$ cat src/rtl/gerador_de_ataque_pkg.sv
// rtl/gerador_de_ataque_pkg.sv - shared board size, FSM encoding and cell indexing
package gerador_de_ataque_pkg;

  localparam int N_COLUNAS = 5;
  localparam int N_LINHAS  = 7;
  localparam int N_CELULAS = N_COLUNAS * N_LINHAS;

  typedef enum logic [2:0] {
    OCIOSO,
    VALIDA,
    EMITE,
    ESPERA,
    FIM
  } estado_t;

  // Column-major cell index, shared with the manager and display.
  function automatic logic [5:0] indice_celula(input logic [2:0] coluna, input logic [2:0] linha);
    return 6'(coluna) * 6'(N_LINHAS) + 6'(linha);
  endfunction

endpackage

$ cat src/rtl/sincroniza_borda.sv
// rtl/sincroniza_borda.sv - two-flop synchronizer with rising-edge detector
module sincroniza_borda (
  input  logic clock,
  input  logic reset,
  input  logic entrada,
  output logic borda
);

  logic meta;
  logic estavel;
  logic anterior;

  always_ff @(posedge clock or posedge reset) begin
    if (reset) begin
      meta     <= 1'b0;
      estavel  <= 1'b0;
      anterior <= 1'b0;
    end else begin
      meta     <= entrada;
      estavel  <= meta;
      anterior <= estavel;
    end
  end

  assign borda = estavel & ~anterior;

endmodule

$ cat src/rtl/gerador_de_ataque.sv
// rtl/gerador_de_ataque.sv - cursor, shot sequencing and win/loss tracking for the attack initiator
module gerador_de_ataque
  import gerador_de_ataque_pkg::*;
#(
  parameter int MAX_TIROS     = 20,
  parameter int CELULAS_NAVIO = 9
) (
  input  logic       clock,
  input  logic       reset,
  input  logic       enable,
  input  logic       btnColuna,
  input  logic       btnLinha,
  input  logic       btnConfirmar,
  input  logic [6:0] mapa0,
  input  logic [6:0] mapa1,
  input  logic [6:0] mapa2,
  input  logic [6:0] mapa3,
  input  logic [6:0] mapa4,
  output logic [2:0] coordColuna,
  output logic [2:0] coordLinha,
  output logic       confirmar,
  output logic       rejeitado,
  output logic [5:0] tirosRestantes,
  output logic [5:0] acertos,
  output logic       vitoria,
  output logic       derrota
);

  localparam logic [5:0] TIROS_INICIAIS = 6'(MAX_TIROS);
  localparam logic [5:0] ALVO_ACERTOS   = 6'(CELULAS_NAVIO);
  localparam logic [2:0] ULTIMA_COLUNA  = 3'(N_COLUNAS - 1);
  localparam logic [2:0] ULTIMA_LINHA   = 3'(N_LINHAS - 1);

  logic borda_coluna;
  logic borda_linha;
  logic borda_confirmar;

  sincroniza_borda u_sinc_coluna (
    .clock   (clock),
    .reset   (reset),
    .entrada (btnColuna),
    .borda   (borda_coluna)
  );

  sincroniza_borda u_sinc_linha (
    .clock   (clock),
    .reset   (reset),
    .entrada (btnLinha),
    .borda   (borda_linha)
  );

  sincroniza_borda u_sinc_confirmar (
    .clock   (clock),
    .reset   (reset),
    .entrada (btnConfirmar),
    .borda   (borda_confirmar)
  );

  logic [6:0]           mapa [N_COLUNAS];
  logic [N_CELULAS-1:0] disparados;
  logic [5:0]           indice;
  logic                 navio_alvo;
  estado_t              estado;

  assign mapa[0] = mapa0;
  assign mapa[1] = mapa1;
  assign mapa[2] = mapa2;
  assign mapa[3] = mapa3;
  assign mapa[4] = mapa4;

  // Cursor only moves in OCIOSO, so these stay fixed from VALIDA through ESPERA.
  assign indice     = indice_celula(coordColuna, coordLinha);
  assign navio_alvo = mapa[coordColuna][coordLinha];

  always_ff @(posedge clock or posedge reset) begin
    if (reset) begin
      estado         <= OCIOSO;
      coordColuna    <= '0;
      coordLinha     <= '0;
      confirmar      <= 1'b0;
      rejeitado      <= 1'b0;
      tirosRestantes <= TIROS_INICIAIS;
      acertos        <= '0;
      vitoria        <= 1'b0;
      derrota        <= 1'b0;
      disparados     <= '0;
    end else if (!enable) begin
      estado         <= OCIOSO;
      coordColuna    <= '0;
      coordLinha     <= '0;
      confirmar      <= 1'b0;
      rejeitado      <= 1'b0;
      tirosRestantes <= TIROS_INICIAIS;
      acertos        <= '0;
      vitoria        <= 1'b0;
      derrota        <= 1'b0;
      disparados     <= '0;
    end else begin
      rejeitado <= 1'b0;
      case (estado)
        OCIOSO: begin
          // A confirm edge wins over a simultaneous move: shoot where the cursor is now.
          if (borda_confirmar) begin
            estado <= VALIDA;
          end else begin
            if (borda_coluna) begin
              coordColuna <= (coordColuna == ULTIMA_COLUNA) ? 3'd0 : coordColuna + 3'd1;
            end
            if (borda_linha) begin
              coordLinha <= (coordLinha == ULTIMA_LINHA) ? 3'd0 : coordLinha + 3'd1;
            end
          end
        end
        VALIDA: begin
          if (disparados[indice]) begin
            rejeitado <= 1'b1;
            estado    <= OCIOSO;
          end else begin
            confirmar <= 1'b1;
            estado    <= EMITE;
          end
        end
        EMITE: begin
          confirmar          <= 1'b0;
          disparados[indice] <= 1'b1;
          tirosRestantes     <= tirosRestantes - 6'd1;
          if (navio_alvo) begin
            acertos <= acertos + 6'd1;
          end
          estado <= ESPERA;
        end
        ESPERA: begin
          if (acertos == ALVO_ACERTOS) begin
            vitoria <= 1'b1;
            estado  <= FIM;
          end else if (tirosRestantes == 6'd0) begin
            derrota <= 1'b1;
            estado  <= FIM;
          end else begin
            estado <= OCIOSO;
          end
        end
        FIM: begin
          estado <= FIM;
        end
        default: begin
          estado <= OCIOSO;
        end
      endcase
    end
  end

endmodule
$ cat config.mk
export PLATFORM = sky130hd
export DESIGN_NAME = gerador_de_ataque
export DESIGN_NICKNAME = d
export VERILOG_FILES = /design/src/rtl/gerador_de_ataque_pkg.sv /design/src/rtl/sincroniza_borda.sv /design/src/rtl/gerador_de_ataque.sv
export SDC_FILE = /design/constraint.sdc
export NUM_CORES = 1
export LEC_CHECK = 0
export ABC_AREA = 1
export CAP_MARGIN = 20
export CORE_MARGIN = 2
export CORE_UTILIZATION = 50
export CTS_CLUSTER_DIAMETER = 120
export DETAILED_ROUTE_END_ITERATION = 8
export PLACE_DENSITY_LB_ADDON = 0.3
export SLEW_MARGIN = 20
export SYNTH_ARGS = -nofsm -noshare
export SYNTH_HDL_FRONTEND = slang
export SYNTH_SLANG_ARGS = --single-unit
export TNS_END_PERCENT = 20
$ cat constraint.sdc
create_clock -name clock -period 3.4 [get_ports clock]
set_input_delay 0.68 -clock clock [delete_from_list [all_inputs] [get_ports clock]]
set_output_delay 0.68 -clock clock [all_outputs]
set_load 0.1 [all_outputs]
==> impl_metrics.env <==
export IMPL_status="complete, no violations"
export IMPL_min_path_type="flip-flop to flip-flop"
export IMPL_synth_area_leaders="dfrtp_1 41%, nand2_1 12%, nor2_1 6.0%, inv_1 5.9%, a21oi_1 5.7%"
export IMPL_grt_pass1_vias=3617
export IMPL_hpwl_um=6670
export IMPL_cts_max_level=3
export IMPL_drt_iter0_markers=164
export IMPL_cts_setup_buffers=0
export IMPL_fp_coreArea_sq_um=8090
export IMPL_pwr_share_clk_pct=31.5
export IMPL_crit_arrival_ns=3.39
export IMPL_drive_above_1_share_pct=13.2
export IMPL_p_sw_share_pct=36.7
export IMPL_hold_viol=0
export IMPL_synth_ff_type="dfrtp_1"
export IMPL_nNetsFinal=669
export IMPL_first_pass_iters=5
export IMPL_synthesis_nets=601
export IMPL_ff2ff_setup_slack_ns=0.24
export IMPL_drcViolationCount=0
export IMPL_grt_max_degree=70
export IMPL_r2r_cells=14
export IMPL_portBuffers=62
export IMPL_drv_cap=0
export IMPL_vdd_ir_drop_worst_uv=327
export IMPL_startpoint="coordColuna[0]"
export IMPL_antenna_found_initial=0
export IMPL_synthCells=541
export IMPL_min_period_ns=3.16
export IMPL_rows=33
export IMPL_setup_tns_ns=0
export IMPL_synth_distinct_cells=43
export IMPL_seq_power_share_pct=37.5
export IMPL_vias=3704
export IMPL_die_x_um=94.6
export IMPL_clkTransAtPathRegs_ns=0.08
export IMPL_layout_area_overhead_vs_synth_pct=23.2
export IMPL_crit_end="confirmar"
export IMPL_yosys_warnings=0
export IMPL_synth_area_sq_um=4100
export IMPL_fin_hold_ws_ns=0.342
export IMPL_synthTopCellsByCount="135 x nand2_1, 67 x dfrtp_1, 66 x nor2_1"
export IMPL_synth_most_common_cell="nand2_1"
export IMPL_ys_seq_area_share_pct=42.1
export IMPL_worstSetupPathType="flip-flop to flip-flop"
export IMPL_combinationalPowerShare_pct=31.0
export IMPL_die_area_sq_um=8950
export IMPL_numCtsBuffers=9
export IMPL_switching_power_w=0.000889
export IMPL_grt_first_pass_wirelength_um=15800
export IMPL_slew_violations=0
export IMPL_synth_async_reset_ratio_pct=100
export IMPL_initial_core_util_pct=50.7
export IMPL_worst_r2r_startpoint="coordColuna[0]"
export IMPL_finalPower_w=0.00242
export IMPL_wl_um=9470
export IMPL_ys_ff_latch=69
export IMPL_place_inst=703
export IMPL_synth_top_cell_area_share_pct=40.9
export IMPL_synth_top_area_cell="dfrtp_1"
export IMPL_ant_nets=0
export IMPL_cp_end_kind="flip-flop"
export IMPL_p_leak_nw=2.43
export IMPL_required_ns=3.63
export IMPL_cts_root_buf="clkbuf_8"
export IMPL_worstMarginPinSlew_ns=0.982
export IMPL_gr_total_overflow=0
export IMPL_fill_cells=725
export IMPL_num_io_pins=63
export IMPL_finalNonFillerCells=719
export IMPL_fmax_ghz=0.316
export IMPL_final_util_pct=62.5
export IMPL_setup_viol=0
export IMPL_critPathLaunchType="flip-flop"
export IMPL_grt_use_total_pct=22.4
export IMPL_fin_skew_ns=0.0121
export IMPL_gp_congestion=0.869
export IMPL_cts_tree="done"
export IMPL_routedWlPerCell_um=13.2
export IMPL_clk_path_buf_depth=2
export IMPL_synth_edf_count=0
export IMPL_powerDensity_nw_per_um2=479
export IMPL_diodes=0
export IMPL_cp_max_fo=9
export IMPL_clkLatencyLatePin_ns=0.35
export IMPL_vias_per_cell=5.15
export IMPL_r2r_end="confirmar"
export IMPL_numClockSinks=69
export IMPL_rsz0062_at_grt="no"
export IMPL_relSlewSlack_pct=34.3
export IMPL_fin_crit_sh_pct=93.1
export IMPL_die_y_um=94.6
export IMPL_p_int_w=0.00153
export IMPL_syn_avg_cell_area_sq_um=7.59
[cell usage in the layout, fill, tap and decap left out, types with 3 or more instances in the layout]
cell type,n
a21oi_1,47
a21oi_2,3
buf_4,30
clkbuf_8,10
clkdlybuf4s50_1,43
dfrtp_1,64
dfrtp_2,3
fa_1,4
ha_1,14
inv_1,64
nand2_1,135
nand2_2,5
nand3_1,35
nand3_2,4
nand4_1,4
nor2_1,65
nor2_2,3
nor3_1,7
nor3_2,3
nor4_1,3
o21ai_0,26
o21ai_1,5
xor2_1,4
[through the flow]
step                      setup WS [ns]  area, sq um
final                             0.235         5060
after global routing             0.0354         5060
after CTS                         0.155         5040
after detailed placement          0.151         4810
after global placement            0.270         4810
after floorplan                 0.00954         4120
[logic make-up (layout without fill, tap and decap cells)]
family	Yosys count	in the layout	synth area share, %
compound gates	89	89	11.6
xor+xnor	4	4	0.854
fa+ha+maj	19	19	6.52
buf+inv	86	159	9.15
flops	69	69	42.1
mux	1	1	0.244
simple gates	273	273	29.5
[registers in the layout (all words and copies together) (netlist names)]
| register | flops |
|---|---|
| u_sinc_linha.estavel | 1 |
| disparados | 35 |
| coordLinha | 3 |
| tirosRestantes | 6 |
| derrota | 1 |
| confirmar | 1 |
| vitoria | 1 |
| u_sinc_confirmar.estavel | 1 |
| u_sinc_coluna.estavel | 1 |
| u_sinc_linha.meta | 1 |
| u_sinc_coluna.anterior | 1 |
| u_sinc_confirmar.meta | 1 |
| u_sinc_coluna.meta | 1 |
| rejeitado | 1 |
| coordColuna | 3 |
| acertos | 6 |
| u_sinc_confirmar.anterior | 1 |
| u_sinc_linha.anterior | 1 |
| estado | 3 |
[repair_timing]
item / in CTS / in global routing
hold buffers: 0 / 0
gates resized for setup: 0 / 3
endpoints found under the setup margin: 0 / 9
endpoints found under the hold margin: 0 / 0
[worst min path at each step]
| stage | start | to | slack [ns] | cells past startpoint |
|---|---|---|---|---|
| 2_1_floorplan | u_sinc_coluna.meta | u_sinc_coluna.estavel | 0.33 | 0 |
| 3_3_place_gp | u_sinc_confirmar.meta | u_sinc_confirmar.estavel | 0.34 | 0 |
| 3_5_place_dp | u_sinc_confirmar.meta | u_sinc_confirmar.estavel | 0.34 | 0 |
| 4_1_cts | u_sinc_linha.meta | u_sinc_linha.estavel | 0.34 | 0 |
| 5_1_grt | u_sinc_linha.meta | u_sinc_linha.estavel | 0.34 | 0 |
| 6_report | u_sinc_linha.meta | u_sinc_linha.estavel | 0.34 | 0 |
[per-layer routing]
metal	track usage [%]	vias to the layer above	routed length [um]
met2	38.0	122	4650
met3	4.87	16	574
met5	0	-	0
met1	28.3	1701	4120
met4	7.97	0	122
li1	-	1865	-
[power by group through the flow]
| stage | combinational, W | clock (W) | sequential (W) |
|---|---|---|---|
| floorplan | 0.000380 | 0 | 0.00110 |
| global placement | 0.000736 | 0 | 0.000921 |
| detailed placement | 0.000743 | 0 | 0.000923 |
| CTS | 0.000747 | 0.000784 | 0.000907 |
| global route | 0.000827 | 0.000825 | 0.000914 |
| finish | 0.000750 | 0.000764 | 0.000908 |
[layout make-up]
| type | count | area [sq um] | area share (%) |
|---|---|---|---|
| timing repair buffer | 75 | 687 | 13.6 |
| clock buffer | 10 | 138 | 2.72 |
| multi-input combinational | 386 | 2010 | 39.8 |
| inverter | 68 | 260 | 5.15 |
| sequential | 69 | 1730 | 34.3 |
| tap | 105 | 131 | 2.60 |
| clock inverter | 6 | 93.8 | 1.86 |
[critical path, stage by stage (launching register included)]
cell     delay, ns
dfrtp_2       0.43
fa_1          0.53
inv_1         0.05
fa_1          0.50
inv_1         0.06
fa_1          0.51
buf_4         0.21
nand4_1       0.09
nand3_1       0.10
a21oi_1       0.14
nor2_1        0.06
nor2_1        0.16
nand3_2       0.10
nand2_2       0.07
a21oi_2       0.04
Note: power is estimated with default switching activity, not from simulation.
